### src/rtl/la_pkg.sv
// Shared logic-analyser definitions: capture FSM state type and default sample-RAM geometry.
package la_pkg;

    localparam int LA_ENTRIES = 384;
    localparam int LA_ADDR_W  = 9;

    typedef enum logic [1:0] {
        CAP_IDLE = 2'd0,
        CAP_FILL = 2'd1,
        CAP_POST = 2'd2,
        CAP_DONE = 2'd3
    } cap_state_t;

endpackage

### src/rtl/wrap_cntr.sv
// Modulo-MOD up-counter with synchronous clear and count enable; wraps MOD-1 -> 0.
module wrap_cntr #(
    parameter int MOD = 384,
    parameter int W   = 9
) (
    input  logic         clk,
    input  logic         rst,
    input  logic         i_clr,
    input  logic         i_en,
    output logic [W-1:0] o_cnt
);

    localparam logic [W-1:0] LAST = W'(MOD - 1);

    logic [W-1:0] r_cnt;

    always_ff @(posedge clk) begin
        if (rst || i_clr) begin
            r_cnt <= '0;
        end else if (i_en) begin
            r_cnt <= (r_cnt == LAST) ? '0 : r_cnt + W'(1);
        end
    end

    assign o_cnt = r_cnt;

endmodule

### src/rtl/capture_ctrl.sv
// Logic-analyser capture controller: ring-buffer fill, trigger arm, post-trigger count, dump pointer.
// Optional build macro CAPTURE_FORCE_TRIG_EN adds a force_trig input that triggers FILL unconditionally.
module capture_ctrl
    import la_pkg::*;
#(
    parameter int ENTRIES = LA_ENTRIES,
    parameter int ADDR_W  = LA_ADDR_W
) (
    input  logic              clk,
    input  logic              rst,
    input  logic              run,
    input  logic              wrt_smpl,
    input  logic              triggered,
    input  logic [ADDR_W-1:0] trig_pos,
    input  logic              clr_done,
`ifdef CAPTURE_FORCE_TRIG_EN
    input  logic              force_trig,
`endif
    output logic              we,
    output logic [ADDR_W-1:0] waddr,
    output logic              armed,
    output logic              capture_done,
    output logic [ADDR_W-1:0] oldest_addr,
    output cap_state_t        o_state
);

    localparam logic [ADDR_W-1:0] LAST_ADDR = ADDR_W'(ENTRIES - 1);

    cap_state_t        r_state;
    cap_state_t        w_next;
    logic              r_armed;
    logic              r_done;
    logic [ADDR_W-1:0] r_oldest;

    logic [ADDR_W-1:0] w_teff;
    logic [ADDR_W-1:0] w_arm_idx;
    logic              w_teff_zero;
    logic [ADDR_W-1:0] w_waddr;
    logic [ADDR_W-1:0] w_waddr_inc;
    logic [ADDR_W-1:0] w_pre_cnt;
    logic [ADDR_W-1:0] w_post_cnt;
    logic              w_pre_last;
    logic              w_post_last;
    logic              w_trig_hit;

    logic              w_we;
    logic              w_pre_clr;
    logic              w_pre_en;
    logic              w_post_clr;
    logic              w_post_en;
    logic              w_start;
    logic              w_abort;
    logic              w_release;
    logic              w_finish;

    // Post-trigger depth is clamped so at least one pre-trigger sample always survives.
    assign w_teff      = ({1'b0, trig_pos} < (ADDR_W + 1)'(ENTRIES)) ? trig_pos : LAST_ADDR;
    assign w_teff_zero = (w_teff == '0);
    assign w_arm_idx   = LAST_ADDR - w_teff;
    assign w_pre_last  = (w_pre_cnt == w_arm_idx);
    assign w_post_last = (w_post_cnt == w_teff - ADDR_W'(1));
    assign w_waddr_inc = (w_waddr == LAST_ADDR) ? '0 : w_waddr + ADDR_W'(1);

`ifdef CAPTURE_FORCE_TRIG_EN
    assign w_trig_hit = (r_armed & triggered) | force_trig;
`else
    assign w_trig_hit = r_armed & triggered;
`endif

    wrap_cntr #(.MOD(ENTRIES), .W(ADDR_W)) u_waddr (
        .clk   (clk),
        .rst   (rst),
        .i_clr (1'b0),
        .i_en  (w_we),
        .o_cnt (w_waddr)
    );

    wrap_cntr #(.MOD(ENTRIES), .W(ADDR_W)) u_pre_cnt (
        .clk   (clk),
        .rst   (rst),
        .i_clr (w_pre_clr),
        .i_en  (w_pre_en),
        .o_cnt (w_pre_cnt)
    );

    wrap_cntr #(.MOD(ENTRIES), .W(ADDR_W)) u_post_cnt (
        .clk   (clk),
        .rst   (rst),
        .i_clr (w_post_clr),
        .i_en  (w_post_en),
        .o_cnt (w_post_cnt)
    );

    always_ff @(posedge clk) begin
        if (rst) begin
            r_state <= CAP_IDLE;
        end else begin
            r_state <= w_next;
        end
    end

    // Dropping run abandons a capture from either active state; it has priority over trigger/finish.
    always_comb begin
        w_next = r_state;
        case (r_state)
            CAP_IDLE: begin
                if (run) w_next = CAP_FILL;
            end
            CAP_FILL: begin
                if (!run)            w_next = CAP_IDLE;
                else if (w_trig_hit) w_next = CAP_POST;
            end
            CAP_POST: begin
                if (!run)                              w_next = CAP_IDLE;
                else if (w_teff_zero)                  w_next = CAP_DONE;
                else if (w_we && w_post_last)          w_next = CAP_DONE;
            end
            CAP_DONE: begin
                if (clr_done) w_next = CAP_IDLE;
            end
            default: w_next = CAP_IDLE;
        endcase
    end

    // A zero-length post window writes nothing while passing through POST.
    always_comb begin
        w_we       = 1'b0;
        w_pre_clr  = 1'b0;
        w_pre_en   = 1'b0;
        w_post_clr = 1'b0;
        w_post_en  = 1'b0;
        w_start    = 1'b0;
        w_abort    = 1'b0;
        w_release  = 1'b0;
        w_finish   = 1'b0;
        if (!rst) begin
            w_we = wrt_smpl & ((r_state == CAP_FILL) |
                               ((r_state == CAP_POST) & ~w_teff_zero));
        end
        w_start    = (r_state == CAP_IDLE) & run;
        w_abort    = ((r_state == CAP_FILL) | (r_state == CAP_POST)) & ~run;
        w_release  = (r_state == CAP_DONE) & clr_done;
        w_finish   = (r_state == CAP_POST) & (w_next == CAP_DONE);
        w_pre_clr  = w_start;
        w_pre_en   = w_we & (r_state == CAP_FILL);
        w_post_clr = (r_state == CAP_FILL) & (w_next == CAP_POST);
        w_post_en  = w_we & (r_state == CAP_POST);
    end

    always_ff @(posedge clk) begin
        if (rst) begin
            r_armed  <= 1'b0;
            r_done   <= 1'b0;
            r_oldest <= '0;
        end else begin
            if (w_start || w_abort || w_release) begin
                r_armed <= 1'b0;
            end else if (w_pre_en && w_pre_last) begin
                r_armed <= 1'b1;
            end
            // The oldest sample sits just past the final write (or at waddr if nothing was written).
            if (w_finish) begin
                r_done   <= 1'b1;
                r_oldest <= w_we ? w_waddr_inc : w_waddr;
            end else if (w_release) begin
                r_done <= 1'b0;
            end
        end
    end

    assign we           = w_we;
    assign waddr        = w_waddr;
    assign armed        = r_armed;
    assign capture_done = r_done;
    assign oldest_addr  = r_oldest;
    assign o_state      = r_state;

endmodule

### config.mk
export PLATFORM = sky130hd
export DESIGN_NAME = capture_ctrl
export DESIGN_NICKNAME = d
export VERILOG_FILES = /design/src/rtl/la_pkg.sv /design/src/rtl/wrap_cntr.sv /design/src/rtl/capture_ctrl.sv
export SDC_FILE = /design/constraint.sdc
export NUM_CORES = 1
export LEC_CHECK = 0
export CAP_MARGIN = 20
export CORE_ASPECT_RATIO = 1.4
export CORE_MARGIN = 2
export CORE_UTILIZATION = 30
export DETAILED_ROUTE_END_ITERATION = 16
export HOLD_SLACK_MARGIN = 0.02
export SLEW_MARGIN = 10
export SYNTH_ARGS = -nofsm -noshare
export SYNTH_HDL_FRONTEND = slang
export SYNTH_SLANG_ARGS = --single-unit
export TNS_END_PERCENT = 10
### constraint.sdc
create_clock -name clk -period 5.2 [get_ports clk]
set_input_delay 0.52 -clock clk [delete_from_list [all_inputs] [get_ports clk]]
set_output_delay 0.52 -clock clk [all_outputs]
set_load 0.03 [all_outputs]
# [Word level (Yosys, flattened, before mapping)]
# Cells that the tools add are included.
[word_totals] reg_bits=40 latch_bits=0 ram_bits=0 rom_bits=0 in_bits=15 n_memories=0
[op_classes] addsub=5 mul=0 div_mod_pow=0 n_lt_le_gt_ge=1 n_eq_ne=10 shifts=0 muxes=16 bitwise=14 n_reduce_logical=10
[ops] operator="$mux W9" n=5
[ops] operator="$add A9 B1 Y9 const B" n=3
[ops] operator="$eq A9 B9 Y1 const B" n=3
[ops] operator="$eq A9 B9 Y1" n=2
[ops] operator="$mux W2" n=7
[ops] operator="$and A1 B1 Y1" n=10
[ops] operator="$logic_not A9 Y1" n=1
[ops] operator="$lt A9 B9 Y1 const B" n=1
[ops] operator="$sub A9 B1 Y9 const B" n=1
[ops] operator="$sub A9 B9 Y9 const A" n=1
[ops] operator="$eq A2 B2 Y1 const B" n=4
[ops] operator="$pmux W2 S4" n=1
[ops] operator="$logic_or A1 B1 Y1" n=4
[ops] operator="$mux W1" n=3
[ops] operator="$eq A2 B1 Y1 const B" n=1
[ops] operator="$logic_and A1 B1 Y1" n=2
[ops] operator="$logic_not A2 Y1" n=1
[ops] operator="$not A1 Y1" n=2
[ops] operator="$or A1 B1 Y1" n=2
[ops] operator="$reduce_bool A2 Y1" n=1
[ops] operator="$reduce_or A2 Y1" n=1

# [Depth between registers and ports, before layout]
# Gate-level depths: netlist of the first run.
[depth] ltp_word=16 depth_mapped=14 mapped_depth_nobuf=11

# [Hierarchy]
# Synthesis of the first run repeated with hierarchy kept, for this count alone.
[hier_totals] hier_cells=358 area_unflattened_um2=2857.7
[modules_own_cells] module="capture_ctrl" instances=1 cells_each=214 area_per_inst_um2=1600.3 seq_area_each_um2=260.2
[modules_own_cells] module="wrap_cntr" instances=3 cells_each=48 area_per_inst_um2=419.2 seq_area_each_um2=180.2

# [Worst setup path after synthesis of the first run]
# OpenSTA, ideal clock, no wires.
[synth_path] kind="in2reg" from="input port trig_pos[8]" to="register r_oldest[0] (netlist: oldest_addr[0])" setup_ns=0.121 arrival_ns=3.340 required_time_ns=5.079 slack_ns=1.739 cell_stages=13 n_path_buf=3 path_cell_list="clkbuf_1 -> and2_1 -> clkbuf_1 -> nor2_1 -> ha_1 -> nor3b_1 -> or4_1 -> a21oi_1 -> o211ai_4 -> a22oi_2 -> o21bai_1 -> buf_6 -> mux2_4"
[synth_between] elab_chain_len=15 word_cells_on_any_way=18
[synth_rtl] item="from (decl)" line="capture_ctrl.sv:14" source="input logic [ADDR_W-1:0] trig_pos,"
[synth_rtl] item="$lt A9 B9 Y1" line="capture_ctrl.sv:57" source="assign w_teff = ({1'b0, trig_pos} < (ADDR_W + 1)'(ENTRIES)) ? trig_pos : LAST_ADDR;"
[synth_rtl] item="$mux W9 (*)" line="capture_ctrl.sv:57"
[synth_rtl] item="branches (longest 13 deep; another with $sub A9 B1 Y9)"
[synth_rtl] item="to (signal assigned)" line="capture_ctrl.sv:164" source="r_oldest <= w_we ? w_waddr_inc : w_waddr;"
[synth_rtl] item="to (decl)" line="capture_ctrl.sv:33" source="logic [ADDR_W-1:0] r_oldest;"
# Mark *: on every way between the ends.
# A chain may end at the register's enable or synchronous reset.

# [Worst setup path after layout of the first run]
[layout_path] from="input port trig_pos[8]" to="output port we"
[layout_between] elab_chain_len=8
[layout_rtl] item="$lt A9 B9 Y1" line="capture_ctrl.sv:57"
[layout_rtl] item="$mux W9 (*)" line="capture_ctrl.sv:57"
[layout_rtl] item="$logic_not A9 Y1 (*)" line="capture_ctrl.sv:58" source="assign w_teff_zero = (w_teff == '0);"
[layout_rtl] item="$not A1 Y1 (*)" line="capture_ctrl.sv:138" source="((r_state == CAP_POST) & ~w_teff_zero));"
[layout_rtl] item="$and A1 B1 Y1 (*)" line="capture_ctrl.sv:138"
[layout_rtl] item="$or A1 B1 Y1 (*)" line="capture_ctrl.sv:137" source="w_we = wrt_smpl & ((r_state == CAP_FILL) |"
[layout_rtl] item="$and A1 B1 Y1 (*)" line="capture_ctrl.sv:137"
[layout_rtl] item="$mux W1 (*)" line="capture_ctrl.sv:136" source="if (!rst) begin"
[layout_rtl] item="to (decl)" line="capture_ctrl.sv:19" source="output logic we,"
# Every way passes the cells marked *; elsewhere a longest branch is shown, timed or not.

==> impl_results.md, run 1 <==
- Clock Pin Slew Worst Setup and Hold Paths: around 0.06 ns
- Dpl hpwl: ~4.5 mm
- Initial DRC count: 108
- Vias in the first global route: 2099
- Max-cap violations: 0
- Top post-synthesis cells by area: dfxtp_1 31%, xnor2_1 6.0%, xor2_1 5.3%
- Crit-path slowest cell: clkdlybuf4s50_1
- Met2 Routed Length: a little under 3 mm
- Post-Syn Nets: about 320
- Post-CTS Repair Setup Buffers: 0
- Total CTS buffers: 5
- Worst Path Max Fanout: 14
- Via/cell ratio: 5.08
- WP buf/inv: 3
- CTS Buffer Depth: 2
- Post-synth top area share: 0.305
- Crit path kind: input port to output pin
- Post-CTS Hold Buffers: 0
- Top-count cell post-synth: dfxtp_1
- Routed WL per cell: around 14 um
- Minimum clock period: about 3.9 ns
- Max-slew violations: 0
- Final count of hold timing violations: 0
- Initial antenna violation count: 0
- RSZ-0062 raised after global routing: false
- Slew margin rel.: 0.516
- Data required, critical path: ~4.7 ns
- H-tree levels: 2
- # resized after CTS: 0
- Fillers: 858
- Synth Flop Type: dfxtp_1
- Met3 WL: 253 um
- Crit-path cells: clkdlybuf4s50_1 -> and2_1 -> nor2_1 -> ha_1 -> nand3_1 -> o31ai_2 -> inv_2 -> clkdlybuf4s50_1
- Drt drc: 0
- FF+latch count, synth: 40
- Syn_area_per_cell: 8.74 um2
- Pwr dens: about 210 nW/um2
- Cells after Synth: 300
- Ant diodes: 0
- Worst Tran Pin Value: ~0.72 ns
- Synth area leader: dfxtp_1
- Initial DRT Pass Iterations: 4
- P&R area growth vs syn: 21.5%
- Leakage: roughly 1.1 nW
- Core area: 8560 um2
- Top Layer Used: met4
- Yosys cell types: 60
- R2R Path Start: o_state[0]
- Flip-flop and latch area: between 800 and 900 um2
- PortBufs: 37
- Worst skew pair latency: between 0.2 and 0.3 ns
- Sequential share of the synthesized area: 0.305
- Post-Route WL: 6.14 mm
- Total GRT Usage: 0.133
- M1 WL: just under 3 mm
- Die W: around 83 um
- First-pass GRT wire length: 10.2 mm
- Max Clock Freq: 260 MHz
- Via count: 2211
- Number of flops mapped to enable cells by yosys: 0
- Tightest Hold Check Type: flop to flop
- CP max stage delay: 0.62 ns
- Routed Antenna Nets: 0
- Site row count: 40
- End-of-flow core utilization: 0.372
- Num ports: 38
- Synth warnings: 0
- Footprint of the multi-input gates: between 1500 and 2000 um2
- Layout cell share with drive strength beyond 1: 0.109
- Clock sink count: 40
- Status: finished clean
- Synthesized cell area: 2620 um2
- NumNets Final: about 350
- Die Area: ~9500 um2
- Crit share post-route: 0.740
- Arrival @ worst endpoint: between 3 and 4 ns
- Worst Skew: approximately 0.004 ns
- Most common library cells after synthesis: 40 x dfxtp_1, 32 x nor2_1, 18 x nand2_1, 18 x xnor2_1, 16 x xor2_1
- Initial Utilization: 0.306
- Maximum number of pins on one net before global-route repair: 32
- Inst Count DP: ~430
- CP most frequent cell: clkdlybuf4s50_1
- Final setup violating endpoints: 0
- Peak VDD IR: approximately 0.00015 V
- Worst setup EP type: output pin
- Gr ovfl total: 0
- Layout Cells excl Fill: 435
- Root Buffer: clkbuf_16
- Synth async-reset ratio: 0
- Die height: around 110 um
- Pwr Total: just under 0.0007 W
- TritonCTS clock tree: yes
- Critical path's top delay family: buffers and inverters
- Gpl congestion: 0.783
- CP startpoint: trig_pos[8]
- Hold path start: capture_done
- WHS: 0.456 ns
- CP Launch Type: input port
- Setup_tns: 0 ns
worst paths after layout:
check / to / slack [ns] / cells past startpoint
worst max-delay path: we / 1.35 / 8
worst min-delay path: capture_done / 0.46 / 2
worst max register to register: oldest_addr[1] / 2.66 / 11
worst min register to register: capture_done / 0.46 / 2
cells by family (layout without fill, tap and decap cells):
family                     count (synthesis)  in the layout  share of synthesized area
and+or+nand+nor                          127            127                      0.275
AOI/OAI and AO/OA                         52             52                      0.149
DFF                                       40             40                      0.305
xor gates and xnor gates                  34             34                      0.114
buffers and inverters                     24             54                     0.0444
muxes                                     15             15                     0.0744
adders and majority gates                  8              8                     0.0382
metal layers:
layer / up-vias / GRT usage
met4: 0 / 0.0415
li1: 1122 / -
met3: 4 / 0.0324
met5: - / 0
met1: 1034 / 0.169
met2: 51 / 0.222
registers in the layout, summed over array words and instances (netlist names):
signal            flops
armed                 1
u_waddr.o_cnt         9
o_state               2
u_post_cnt.o_cnt      9
capture_done          1
oldest_addr           9
u_pre_cnt.o_cnt       9
report_power, final:
group	total, W	internal [W]	switching, W
clock	0.000290	0.000174	0.000115
sequential	0.000310	0.000308	0.00000221
combinational	0.0000764	0.0000318	0.0000447
total	0.000676	0.000514	0.000162
cell type report:
class                   count  share of cell area
clock buffers               6              0.0404
clock inverters             1             0.00157
inverters                   8             0.00942
multi-input cells         236               0.535
flip-flops and latches     40               0.251
well taps                 105              0.0412
repair buffers             39               0.121
stage by stage:
step | worst slack [ns] | instance area (um2)
detailed placement | 1.12 | 3050
global placement | 1.20 | 3050
finish | 1.35 | 3190
floorplan | 1.74 | 2620
CTS | 1.34 | 3190
global route | 1.08 | 3190
placed cells by master (no fill, tap or decap), types with 3 or more instances in the layout:
cell type	Yosys	layout
a21oi_1	14	14
and2_1	3	3
and3_1	6	6
clkbuf_16	0	5
clkdlybuf4s50_1	0	37
dfxtp_1	40	40
ha_1	8	8
inv_1	7	7
mux2_4	9	9
mux2i_1	6	6
nand2_1	18	18
nand2b_1	3	3
nand3_1	10	10
nand4_1	4	4
nor2_1	32	32
nor2b_1	13	13
nor3_1	12	12
nor3b_1	7	7
nor4_2	4	4
o21ai_0	8	8
xnor2_1	18	18
xor2_1	16	16
worst reg2reg max path, stage by stage, from the launching register on:
cell      delay [ns]
dfxtp_1         0.35
inv_1           0.11
ha_1            0.27
nor2_1          0.07
nor3b_1         0.22
o31ai_2         0.16
a21oi_1         0.34
o211ai_4        0.14
a22oi_2         0.17
o21bai_1        0.09
buf_4           0.20
mux2_4          0.31
Note: power is estimated with default switching activity, not from simulation.
==> run 2, diff against run 1 <==
clock period = 3.6 ns   (was 5.2 ns; I/O delays follow)
==> impl_results.md, run 2 (synthesized netlist as in run 1, its figures left out) <==
- Routed Antenna Nets: 0 (unchanged)
- CP max stage delay: 0.46 ns (-0.16 ns)
- Leakage: 1.21 nW (+6.5%)
- FF-to-FF setup slack: 0.98 ns (-1.68 ns)
- Tightest Hold Check Type: flop to flop
- Cells on worst reg2reg path: 12 (+1)
- CP Launch Type: input port
- Initial DRC count: 101 (-6.5%)
- CP most frequent cell: xor2_1
- Via/cell ratio: 5.12 (+0.83%)
- Commonest non-fill, non-tap cell in the layout: dfxtp_1
- Most frequent cells in the layout: 40 x dfxtp_1, 37 x clkdlybuf4s50_1, 32 x nor2_1
- Final count of hold timing violations: 0 (unchanged)
- Worst Skew: 0.00395 ns (-0.000167 ns)
- Max Clock Freq: 317 MHz
- Dpl hpwl: 4.57 mm (+1.5%)
- Root Buffer: clkbuf_16
- NumNets Final: 366 (+3.7%)
- Vias in the first global route: 2305 (+9.8%)
- Layout cell share with drive strength beyond 1: 0.148 (+0.0392)
- Core area: 8560 um2 (unchanged)
- Worst skew pair latency: 0.28 ns (about the same)
- Maximum number of pins on one net before global-route repair: 31 (-3.1%)
- Worst Tran Pin Value: 0.558 ns (-0.166 ns)
- Drt drc: 0 (unchanged)
- TritonCTS clock tree: yes
- Flip-flop and latch area: 801 um2 (unchanged)
- Num ports: 38 (unchanged)
- Max-cap violations: 0 (unchanged)
- WHS: 0.469 ns (+0.0137 ns)
- Routed WL per cell: 13.7 um (-2.7%)
- Post-CTS Repair Setup Buffers: 0 (unchanged)
- Data required, critical path: 3.77 ns (-0.91 ns)
- Initial antenna violation count: 0 (unchanged)
- H-tree levels: 2 (unchanged)
- Reg-to-Reg End: u_post_cnt.o_cnt[0]
- Pwr dens: 308 nW/um2 (+45%)
- Minimum clock period: 3.15 ns
- Final setup violating endpoints: 0 (unchanged)
- Die height: 115 um (unchanged)
- First-pass GRT wire length: 10.6 mm (+3.7%)
- Crit share post-route: 0.876
- Crit path kind: input port to flop
- Footprint of the multi-input gates: 1710 um2 (unchanged)
- Peak VDD IR: 0.000200 V (+30%)
- Post-Route WL: 6.16 mm (+0.46%)
- Arrival @ worst endpoint: 3.32 ns (about the same)
- Fillers: 879 (+2.4%)
- Clock sink count: 40 (unchanged)
- Site row count: 40 (unchanged)
- Clock Pin Slew Worst Setup and Hold Paths: 0.06 ns (about the same)
- Slew margin rel.: 0.624 (+0.108)
- Gpl congestion: 0.820 (+4.7%)
- Gr ovfl total: 0 (unchanged)
- CP startpoint: trig_pos[7]
- Initial Utilization: 0.306 (unchanged)
- Total CTS buffers: 5 (unchanged)
- Setup_tns: 0 ns (unchanged)
- # resized after CTS: 0 (unchanged)
- Initial DRT Pass Iterations: 6 (+2)
- Setup crit end: oldest_addr[0]
- Ant diodes: 0 (unchanged)
- CTS Buffer Depth: 2 (unchanged)
- RSZ-0062 raised after global routing: false
- Crit-path cells: clkdlybuf4s50_1 -> and2_1 -> nor2_1 -> ha_1 -> nor3b_1 -> xor2_1 -> xor2_1 -> a2111oi_2 -> o211ai_4 -> a22oi_2 -> o21bai_1 -> buf_4 -> mux2_4
- P&R area growth vs syn: 25.8%
- Via count: 2301 (+4.1%)
- Status: finished clean
- Post-CTS Hold Buffers: 0 (unchanged)
- Total GRT Usage: 0.135 (+0.00292)
- Hold path start: capture_done
- Worst setup EP type: flop
- Die Area: 9520 um2 (unchanged)
- R2R Path Start: o_state[1]
- Worst Path Max Fanout: 10 (-4)
- Die W: 83.0 um (unchanged)
- PortBufs: 37 (unchanged)
- Max-slew violations: 0 (unchanged)
- Crit-path slowest cell: a2111oi_2
run 2: per-layer routing:
metal | part of all wire | vias up | global-route usage
met5 | 0 | - | 0
met4 | 0.020 | 0 | 0.0470
met3 | 0.043 | 10 | 0.0317
met2 | 0.47 | 48 | 0.236
met1 | 0.46 | 1099 | 0.163
li1 | - | 1144 | -
run 2: per-stage QoR:
step	util	std cells	cell area, um2	total power, W	setup WS [ns]
5_1_grt	0.386	449	3300	0.00106	0.208
2_1_floorplan	-	300	2620	0.000532	0.299
6_report	0.386	449	3300	0.00102	0.445
3_5_place_dp	0.368	441	3150	0.000580	0.172
3_3_place_gp	0.368	441	3150	0.000579	0.214
4_1_cts	0.386	449	3300	0.00103	0.432
run 2: how the worst min path moves through the flow:
stage,end,slack [ns],depth (start not counted)
after floorplan,u_pre_cnt.o_cnt[8],0.51,2
after global placement,capture_done,0.47,2
after detailed placement,capture_done,0.47,2
after CTS,capture_done,0.48,2
after global routing,capture_done,0.48,2
final,capture_done,0.47,2
run 2: layout make-up:
cell class	instances	share of cell area
clock inverters	2	0.00303
clock buffers	6	0.0421
inverters	8	0.00910
well taps	105	0.0398
repair buffers	52	0.146
flip-flops and latches	40	0.243
multi-input cells	236	0.517
run 2: worst max-delay path: cells and delay by family:
kind | cells | cell delay, ns
and+or+nand+nor | 3 | 0.58
AOI/OAI and AO/OA | 4 | 0.88
adders and majority gates | 1 | 0.23
muxes | 1 | 0.30
xor gates and xnor gates | 2 | 0.35
buffers and inverters | 2 | 0.61
run 2: power breakdown:
part | total, W | internal (W) | switching, W
logic | 0.000123 | 0.0000549 | 0.0000677
registers | 0.000448 | 0.000445 | 0.00000320
clock network | 0.000446 | 0.000273 | 0.000173
